--- config.mk ---
export PLATFORM = sky130hd
export DESIGN_NAME = replay_frame_router
export DESIGN_NICKNAME = d
export VERILOG_FILES = /design/src/rtl/replay_pkg.sv /design/src/rtl/rr_arbiter.sv /design/src/rtl/replay_frame_router.sv
export SDC_FILE = /design/constraint.sdc
export NUM_CORES = 1
export LEC_CHECK = 0
export ABC_AREA = 1
export CAP_MARGIN = 20
export CORE_AREA = 3 3 102 65
export DETAILED_ROUTE_END_ITERATION = 10
export DIE_AREA = 0 0 105 68
export MAX_ROUTING_LAYER = met4
export PLACE_DENSITY = 0.78
export SYNTH_ARGS = -nofsm -noshare
export SYNTH_HDL_FRONTEND = slang
export SYNTH_SLANG_ARGS = --single-unit
export TNS_END_PERCENT = 20
--- constraint.sdc ---
create_clock -name sys_clk -period 1.95 [get_ports sys_clk]
set_input_delay 0.2925 -clock sys_clk [delete_from_list [all_inputs] [get_ports sys_clk]]
set_output_delay 0.2925 -clock sys_clk [all_outputs]
set_load 0.02 [all_outputs]
--- src/rtl/replay_pkg.sv ---
// Shared definitions for the replay frame path: FSM encoding, sizing helper and
// the controller frame width also used by serial_handler and n64_controller.
package replay_pkg;

    localparam int DEFAULT_DATA_WIDTH = 32;

    typedef enum logic [1:0] {
        ST_IDLE = 2'd0,
        ST_REQ  = 2'd1,
        ST_WAIT = 2'd2
    } state_t;

    // Index width that stays at least one bit wide for a single console.
    function automatic int clog2_min1(input int n);
        return (n <= 1) ? 1 : $clog2(n);
    endfunction

endpackage

--- src/rtl/rr_arbiter.sv ---
// Combinational round-robin pick: lowest requesting index at or above the
// pointer, wrapping to the lowest requesting index overall.
module rr_arbiter
    import replay_pkg::*;
#(
    parameter int N  = 4,
    parameter int CW = clog2_min1(N)
) (
    input  logic [N-1:0]  i_req,
    input  logic [CW-1:0] i_ptr,
    output logic [N-1:0]  o_grant,
    output logic [CW-1:0] o_idx,
    output logic          o_valid
);

    logic          w_found;
    logic [CW-1:0] w_idx;

    always_comb begin
        w_found = 1'b0;
        w_idx   = '0;
        for (int i = 0; i < N; i++) begin
            if (!w_found && i_req[i] && (i >= int'(i_ptr))) begin
                w_found = 1'b1;
                w_idx   = CW'(i);
            end
        end
        for (int i = 0; i < N; i++) begin
            if (!w_found && i_req[i]) begin
                w_found = 1'b1;
                w_idx   = CW'(i);
            end
        end
    end

    always_comb begin
        o_grant = '0;
        for (int i = 0; i < N; i++) begin
            o_grant[i] = w_found && (int'(w_idx) == i);
        end
    end

    assign o_idx   = w_idx;
    assign o_valid = w_found;

endmodule

--- src/rtl/replay_frame_router.sv ---
// Distributes serial frames to per-console queues in lockstep or round-robin.
// Optional REPLAY_ROUTER_TIMEOUT_EN abandons and requeues unanswered requests.
module replay_frame_router
    import replay_pkg::*;
#(
    parameter int  NUM_CONSOLES   = 4,
    parameter int  DATA_WIDTH     = DEFAULT_DATA_WIDTH,
    parameter int  TIMEOUT_CYCLES = 2_500_000,
    localparam int CW             = clog2_min1(NUM_CONSOLES)
) (
    input  logic                    sys_clk,
    input  logic                    reset,
    input  logic [NUM_CONSOLES-1:0] console_request,
    input  logic                    mode_set_valid,
    input  logic [NUM_CONSOLES-1:0] mode_set_value,
    input  logic                    mode_toggle,
    input  logic                    sync_mode,
    output logic                    upstream_request,
    output logic [CW-1:0]           upstream_console,
    input  logic                    frame_valid,
    output logic                    frame_ready,
    input  logic [DATA_WIDTH-1:0]   frame_data,
    output logic [NUM_CONSOLES-1:0] console_wr_en,
    output logic [DATA_WIDTH-1:0]   console_data,
    output logic [NUM_CONSOLES-1:0] input_mode,
    output logic [7:0]              timeout_count,
    output logic [1:0]              dbg_state,
    output logic [NUM_CONSOLES-1:0] dbg_pending
);

    // Frame handshake: a word transfers on a cycle where frame_valid and
    // frame_ready are both high; frame_ready is high only while waiting for it.

    state_t r_state, w_next_state;

    logic [NUM_CONSOLES-1:0] r_mode, r_pending, r_target_mask, r_wr_en;
    logic [CW-1:0]           r_target_idx, r_ptr;
    logic [DATA_WIDTH-1:0]   r_data;

    logic [NUM_CONSOLES-1:0] w_active, w_req_vec, w_rr_grant, w_clr, w_requeue, w_pend_next;
    logic [CW-1:0]           w_rr_idx;
    logic                    w_rr_valid, w_lock_hit, w_idle_ok, w_grant_fire, w_accept, w_timeout;

    assign w_active   = r_mode;
    assign w_req_vec  = r_pending & w_active;
    assign w_lock_hit = (|w_active) && (w_req_vec == w_active);
    // The write cycle itself makes no new grant, spacing requests after a write.
    assign w_idle_ok    = (r_state == ST_IDLE) && (r_wr_en == '0);
    assign w_grant_fire = w_idle_ok && (sync_mode ? w_lock_hit : w_rr_valid);
    assign w_accept     = (r_state == ST_WAIT) && frame_valid;

    rr_arbiter #(
        .N  (NUM_CONSOLES),
        .CW (CW)
    ) u_rr_arbiter (
        .i_req   (w_req_vec),
        .i_ptr   (r_ptr),
        .o_grant (w_rr_grant),
        .o_idx   (w_rr_idx),
        .o_valid (w_rr_valid)
    );

`ifdef REPLAY_ROUTER_TIMEOUT_EN
    logic [31:0] r_wait_cnt;
    logic [7:0]  r_timeout_count;

    assign w_timeout = (r_state == ST_WAIT) && !frame_valid
                       && (r_wait_cnt == 32'(TIMEOUT_CYCLES - 1));

    always_ff @(posedge sys_clk) begin
        if (reset) begin
            r_wait_cnt      <= '0;
            r_timeout_count <= '0;
        end else begin
            r_wait_cnt <= (r_state == ST_WAIT) ? r_wait_cnt + 32'd1 : '0;
            if (w_timeout && (r_timeout_count != 8'hff)) begin
                r_timeout_count <= r_timeout_count + 8'd1;
            end
        end
    end

    assign timeout_count = r_timeout_count;
`else
    assign w_timeout     = 1'b0;
    assign timeout_count = 8'd0;
`endif

    always_ff @(posedge sys_clk) begin
        if (reset) begin
            r_state <= ST_IDLE;
        end else begin
            r_state <= w_next_state;
        end
    end

    always_comb begin
        w_next_state = r_state;
        case (r_state)
            ST_IDLE: if (w_grant_fire) w_next_state = ST_REQ;
            ST_REQ:  w_next_state = ST_WAIT;
            ST_WAIT: if (w_accept || w_timeout) w_next_state = ST_IDLE;
            default: w_next_state = ST_IDLE;
        endcase
    end

    always_comb begin
        upstream_request = (r_state == ST_REQ);
        frame_ready      = (r_state == ST_WAIT);
    end

    always_comb begin
        w_clr = '0;
        if (w_grant_fire) begin
            w_clr = sync_mode ? w_active : w_rr_grant;
        end
        w_requeue   = w_timeout ? r_target_mask : '0;
        // Passthrough consoles never hold a pending request.
        w_pend_next = ((r_pending & ~w_clr) | console_request | w_requeue) & r_mode;
    end

    always_ff @(posedge sys_clk) begin
        if (reset) begin
            r_mode        <= '1;
            r_pending     <= '0;
            r_target_mask <= '0;
            r_target_idx  <= '0;
            r_ptr         <= '0;
            r_wr_en       <= '0;
            r_data        <= '0;
        end else begin
            if (mode_set_valid) begin
                r_mode <= mode_set_value;
            end else if (mode_toggle) begin
                r_mode <= ~r_mode;
            end
            r_pending <= w_pend_next;
            if (w_grant_fire) begin
                if (sync_mode) begin
                    r_target_mask <= w_active;
                    r_target_idx  <= '0;
                end else begin
                    r_target_mask <= w_rr_grant;
                    r_target_idx  <= w_rr_idx;
                    r_ptr <= (int'(w_rr_idx) == NUM_CONSOLES - 1) ? '0 : w_rr_idx + CW'(1);
                end
            end
            r_wr_en <= w_accept ? r_target_mask : '0;
            if (w_accept) begin
                r_data <= frame_data;
            end
        end
    end

    assign upstream_console = r_target_idx;
    assign console_wr_en    = r_wr_en;
    assign console_data     = r_data;
    assign input_mode       = r_mode;
    assign dbg_state        = r_state;
    assign dbg_pending      = r_pending;

endmodule

==> results summary <==
The minimum setup slack after placement is 0.122 ns. Summing all flip-flop and latch instances after layout gives 1080 sq um. The tightest min-delay check is of the flop to flop type. The number of buffers created by CTS is 5. The maximum ir drop on the vdd rail is 0.469 mV.

The number of maximum-capacitance constraint violations is 0. The wire length reported by the detailed router is 6790 um. The clock-pin slew reported for the worst setup and hold paths after clock tree synthesis came out at 0.10 ns. Setup violations remaining at the end of the flow were counted as 0. The slowest cell on the critical path is sky130_fd_sc_hd__clkdlybuf4s50_1. The net count of the finished layout is 470. In this run the power spent charging and discharging nets is 0.000721 W. The filler-free cell count of the finished design is 501. The worst-case clock skew came out at 0.00578 ns.

The total instance count after detailed placement is 493. In this design, the largest share of critical-path delay is due to buffers and inverters. The initial antenna violation count is 0. The fraction of registers with async set or reset after synthesis came out at 0. The maximum count of clock buffers along a single path is 2.

The number of nets with antenna violations after routing came out at 0. The site row count is 21. The critical path goes through buf_4, clkdlybuf4s50_1. The number of detailed-routing iterations run before antenna repair came out at 4. In the final layout, the multi-input gates occupy 1100 sq um. Of the synthesized area, sequential elements account for 0.451. For this run, the top clock speed supported by timing is 554 MHz. Port buffering added 95 buffers. The commonest cells after synthesis are 73 x sky130_fd_sc_hd__nand2_1, 54 x sky130_fd_sc_hd__dfxtp_1, 46 x sky130_fd_sc_hd__a21oi_1, 40 x sky130_fd_sc_hd__nand3_1, 28 x sky130_fd_sc_hd__inv_1. The placeable core area is 5620 sq um. After the first detailed-routing iteration, the DRC count stood at 127. The number of buffers inserted to repair setup after CTS is 0. The final core utilization came out at 0.642.

The synthesized instance count is 323. The most used flip-flop cell after synthesis is sky130_fd_sc_hd__dfxtp_1. The highest cell delay on the worst timing path is 0.61 ns.

The HPWL after detailed placement is 5250 um. The detailed router placed 2379 vias in this run. By area the synthesized netlist is led by sky130_fd_sc_hd__dfxtp_1 45%, sky130_fd_sc_hd__nand2_1 11%, sky130_fd_sc_hd__a21oi_1 9.6%, sky130_fd_sc_hd__nand3_1 8.4%, sky130_fd_sc_hd__inv_1 4.4%. The first global-routing pass estimated 10700 um of wire. The overall overflow remaining after global route came out at 0. At the end of routability-driven placement, the weighted congestion stood at 0.834.

The share of total power dissipated in combinational logic is 0.219. The static leakage came out at 1.44 nW. The biggest area consumer among synthesized cells is sky130_fd_sc_hd__dfxtp_1. A synthesized cell averages 7.42 sq um. The minimum clock period after layout is 1.81 ns.

The global router's overall resource usage is 0.193. The power density over the cells is 744 nW/um^2. After detailed routing, the average wire length per cell comes to 13.5 um. The sum of buffers and inverters on the critical path is 2. The pin count of the biggest net entering global routing is 35.

Setup repair after global routing could not meet its margin everywhere. The post-route clock period utilization came out at 0.926. After layout, the worst setup slack is 0.144 ns. The number of I/O pins is 104. Clock latency on the worst-skew pair, taken at its later pin, is 0.30 ns. The overall die area came out at 7140 sq um. The share of total power dissipated in sequential elements is 0.444.

The count of yosys warnings during synthesis came out at 0. The share of final-layout standard cells stronger than drive strength 1 came out at 0.0974. For this run, design rule violations remaining after detail routing come to 0. The tree is rooted in a sky130_fd_sc_hd__clkbuf_8. The share of synthesized area in the top cell type comes to 0.451. The arrival time of data at the critical path endpoint came out at 1.51 ns. The effective utilization at floorplan is 0.426.

The via count of the first global-routing pass is 2192. Of the total power, the clock network draws 0.337. The number of antenna diodes in the final layout is 0.

The x dimension of the die came out at 105 um. The post-cts hold buffer count is 0. The number of flip-flops and latches in the synthesized netlist came out at 54.

TritonCTS built the clock tree. Relative to the synthesized area, the layout overhead comes to 50.6%. The critical path is of the flop to primary output type. The final number of max-transition violations came to 0. The run finished with clean final reports.

In the routed layout, each cell is associated on average with a via count of 4.75. In this run, synthesis inferred 0 flip-flops with an integrated enable. The post-synth design cell area is 2400 sq um. The maximum level of the CTS H-tree came out at 2. The total negative slack for setup checks came out at 0 ns. The most common cell in the synthesized netlist is sky130_fd_sc_hd__nand2_1. The number of endpoints with negative hold slack in the final report is 0. The number of distinct library cells after synthesis came out at 26. The kind of end point of the critical path is a primary output. Along the worst path, the maximum fanout reaches 7. The reg-to-reg setup timing slack is 0.17 ns. In this run the vertical extent of the chip is 68 um. STA classifies the critical path startpoint as a flop. The filler cells instantiated in the layout total 503. CTS saw 54 sinks. The endpoint required time on the critical path is 1.66 ns. The internal power summed over all cells is 0.00196 W. The share of total power consumed by net switching came out at 0.269.
==> final timing paths <==
check	cells past startpoint	start	endpoint
setup / recovery	2	input_mode[0]$_SDFFE_PP1P_	input_mode[0]
hold / removal	2	r_target_mask[3]$_SDFFE_PP0P_	console_wr_en[3]$_SDFF_PP0_
setup reg to reg	14	dbg_pending[1]$_SDFF_PP0_	dbg_pending[0]$_SDFF_PP0_
hold reg to reg	2	r_target_mask[3]$_SDFFE_PP0P_	console_wr_en[3]$_SDFF_PP0_
==> stage by stage <==
stage	total power [W]	hold slack, ns	instance area [sq um]
2_1_floorplan	0.00155	0.408	2420
3_3_place_gp	0.00179	0.419	3460
5_1_grt	0.00280	0.459	3610
3_5_place_dp	0.00180	0.432	3460
6_report	0.00268	0.432	3610
4_1_cts	0.00270	0.446	3600
==> timing repair <==
| action | CTS | global route |
|---|---|---|
| hold endpoints to repair | 0 | 0 |
| pin swaps | 0 | 1 |
| endpoints found under the setup margin | 1 | 6 |
| resized for setup | 1 | 3 |
==> area by class of cell <==
type                    instances  share of cell area
clock buffers                   6              0.0229
multi-input cells             219               0.304
clock inverters                 2              0.0166
flip-flops and latches         54               0.300
inverters                      31              0.0329
well taps                      80              0.0277
repair buffers                109               0.296
==> cells in the final DEF, fill, tap and decap left out <==
cell / n
sky130_fd_sc_hd__a21oi_1: 46
sky130_fd_sc_hd__a221oi_1: 3
sky130_fd_sc_hd__buf_12: 1
sky130_fd_sc_hd__buf_4: 13
sky130_fd_sc_hd__bufinv_16: 2
sky130_fd_sc_hd__clkbuf_8: 6
sky130_fd_sc_hd__clkdlybuf4s50_1: 93
sky130_fd_sc_hd__conb_1: 8
sky130_fd_sc_hd__dfxtp_1: 54
sky130_fd_sc_hd__dlygate4sd2_1: 1
sky130_fd_sc_hd__dlymetal6s2s_1: 1
sky130_fd_sc_hd__ha_1: 4
sky130_fd_sc_hd__inv_1: 28
sky130_fd_sc_hd__inv_2: 2
sky130_fd_sc_hd__inv_4: 1
sky130_fd_sc_hd__nand2_1: 72
sky130_fd_sc_hd__nand2_2: 6
sky130_fd_sc_hd__nand2_4: 3
sky130_fd_sc_hd__nand3_1: 39
sky130_fd_sc_hd__nand3_2: 2
sky130_fd_sc_hd__nand3b_1: 1
sky130_fd_sc_hd__nand4_1: 1
sky130_fd_sc_hd__nand4_4: 1
sky130_fd_sc_hd__nor2_1: 18
sky130_fd_sc_hd__nor2_2: 1
sky130_fd_sc_hd__nor2_4: 3
sky130_fd_sc_hd__nor3_1: 2
sky130_fd_sc_hd__o211ai_1: 1
sky130_fd_sc_hd__o21a_1: 1
sky130_fd_sc_hd__o21ai_0: 7
==> worst register-to-register path: stages (launching register included) <==
cell                      delay, ns
sky130_fd_sc_hd__dfxtp_1       0.46
sky130_fd_sc_hd__nand3_2       0.15
sky130_fd_sc_hd__nand2_4       0.11
sky130_fd_sc_hd__a21oi_1       0.04
sky130_fd_sc_hd__nand3_1       0.09
sky130_fd_sc_hd__nand3_2       0.13
sky130_fd_sc_hd__inv_1         0.12
sky130_fd_sc_hd__ha_1          0.15
sky130_fd_sc_hd__inv_1         0.04
sky130_fd_sc_hd__nor2_1        0.08
sky130_fd_sc_hd__nand2_1       0.06
sky130_fd_sc_hd__nand2_1       0.07
sky130_fd_sc_hd__nand2_2       0.06
sky130_fd_sc_hd__nand2_1       0.06
sky130_fd_sc_hd__a21oi_1       0.06
==> state kept, by name (all words and copies together) (netlist names) <==
| name | flops |
|---|---|
| upstream_console | 2 |
| r_target_mask | 4 |
| input_mode | 4 |
| r_ptr | 2 |
| console_data | 32 |
| dbg_state | 2 |
| console_wr_en | 4 |
| dbg_pending | 4 |
==> power groups by stage <==
stage | logic, W | clock network, W | registers, W
6_report | 0.000589 | 0.000904 | 0.00119
5_1_grt | 0.000646 | 0.000959 | 0.00120
4_1_cts | 0.000589 | 0.000924 | 0.00119
3_5_place_dp | 0.000588 | 0 | 0.00122
3_3_place_gp | 0.000579 | 0 | 0.00121
2_1_floorplan | 0.000292 | 0 | 0.00126
==> metal layers <==
metal,vias up,global-route usage,share of wire
li1,1215,-,-
met1,1075,0.267,0.49
met4,0,0.0295,0.0025
met3,2,0.0584,0.084
met2,87,0.284,0.43
met5,-,-,0
==> cell families after synthesis <==
family                   share of synthesized area
other                                      0.00157
adder cells (fa/ha/maj)                     0.0209
AND/OR/NAND/NOR                              0.292
flip-flops                                   0.451
AO/OA/AOI/OAI                                0.128
buffers and inverters                        0.107
No activity file was read; power rests on OpenSTA's default activity.
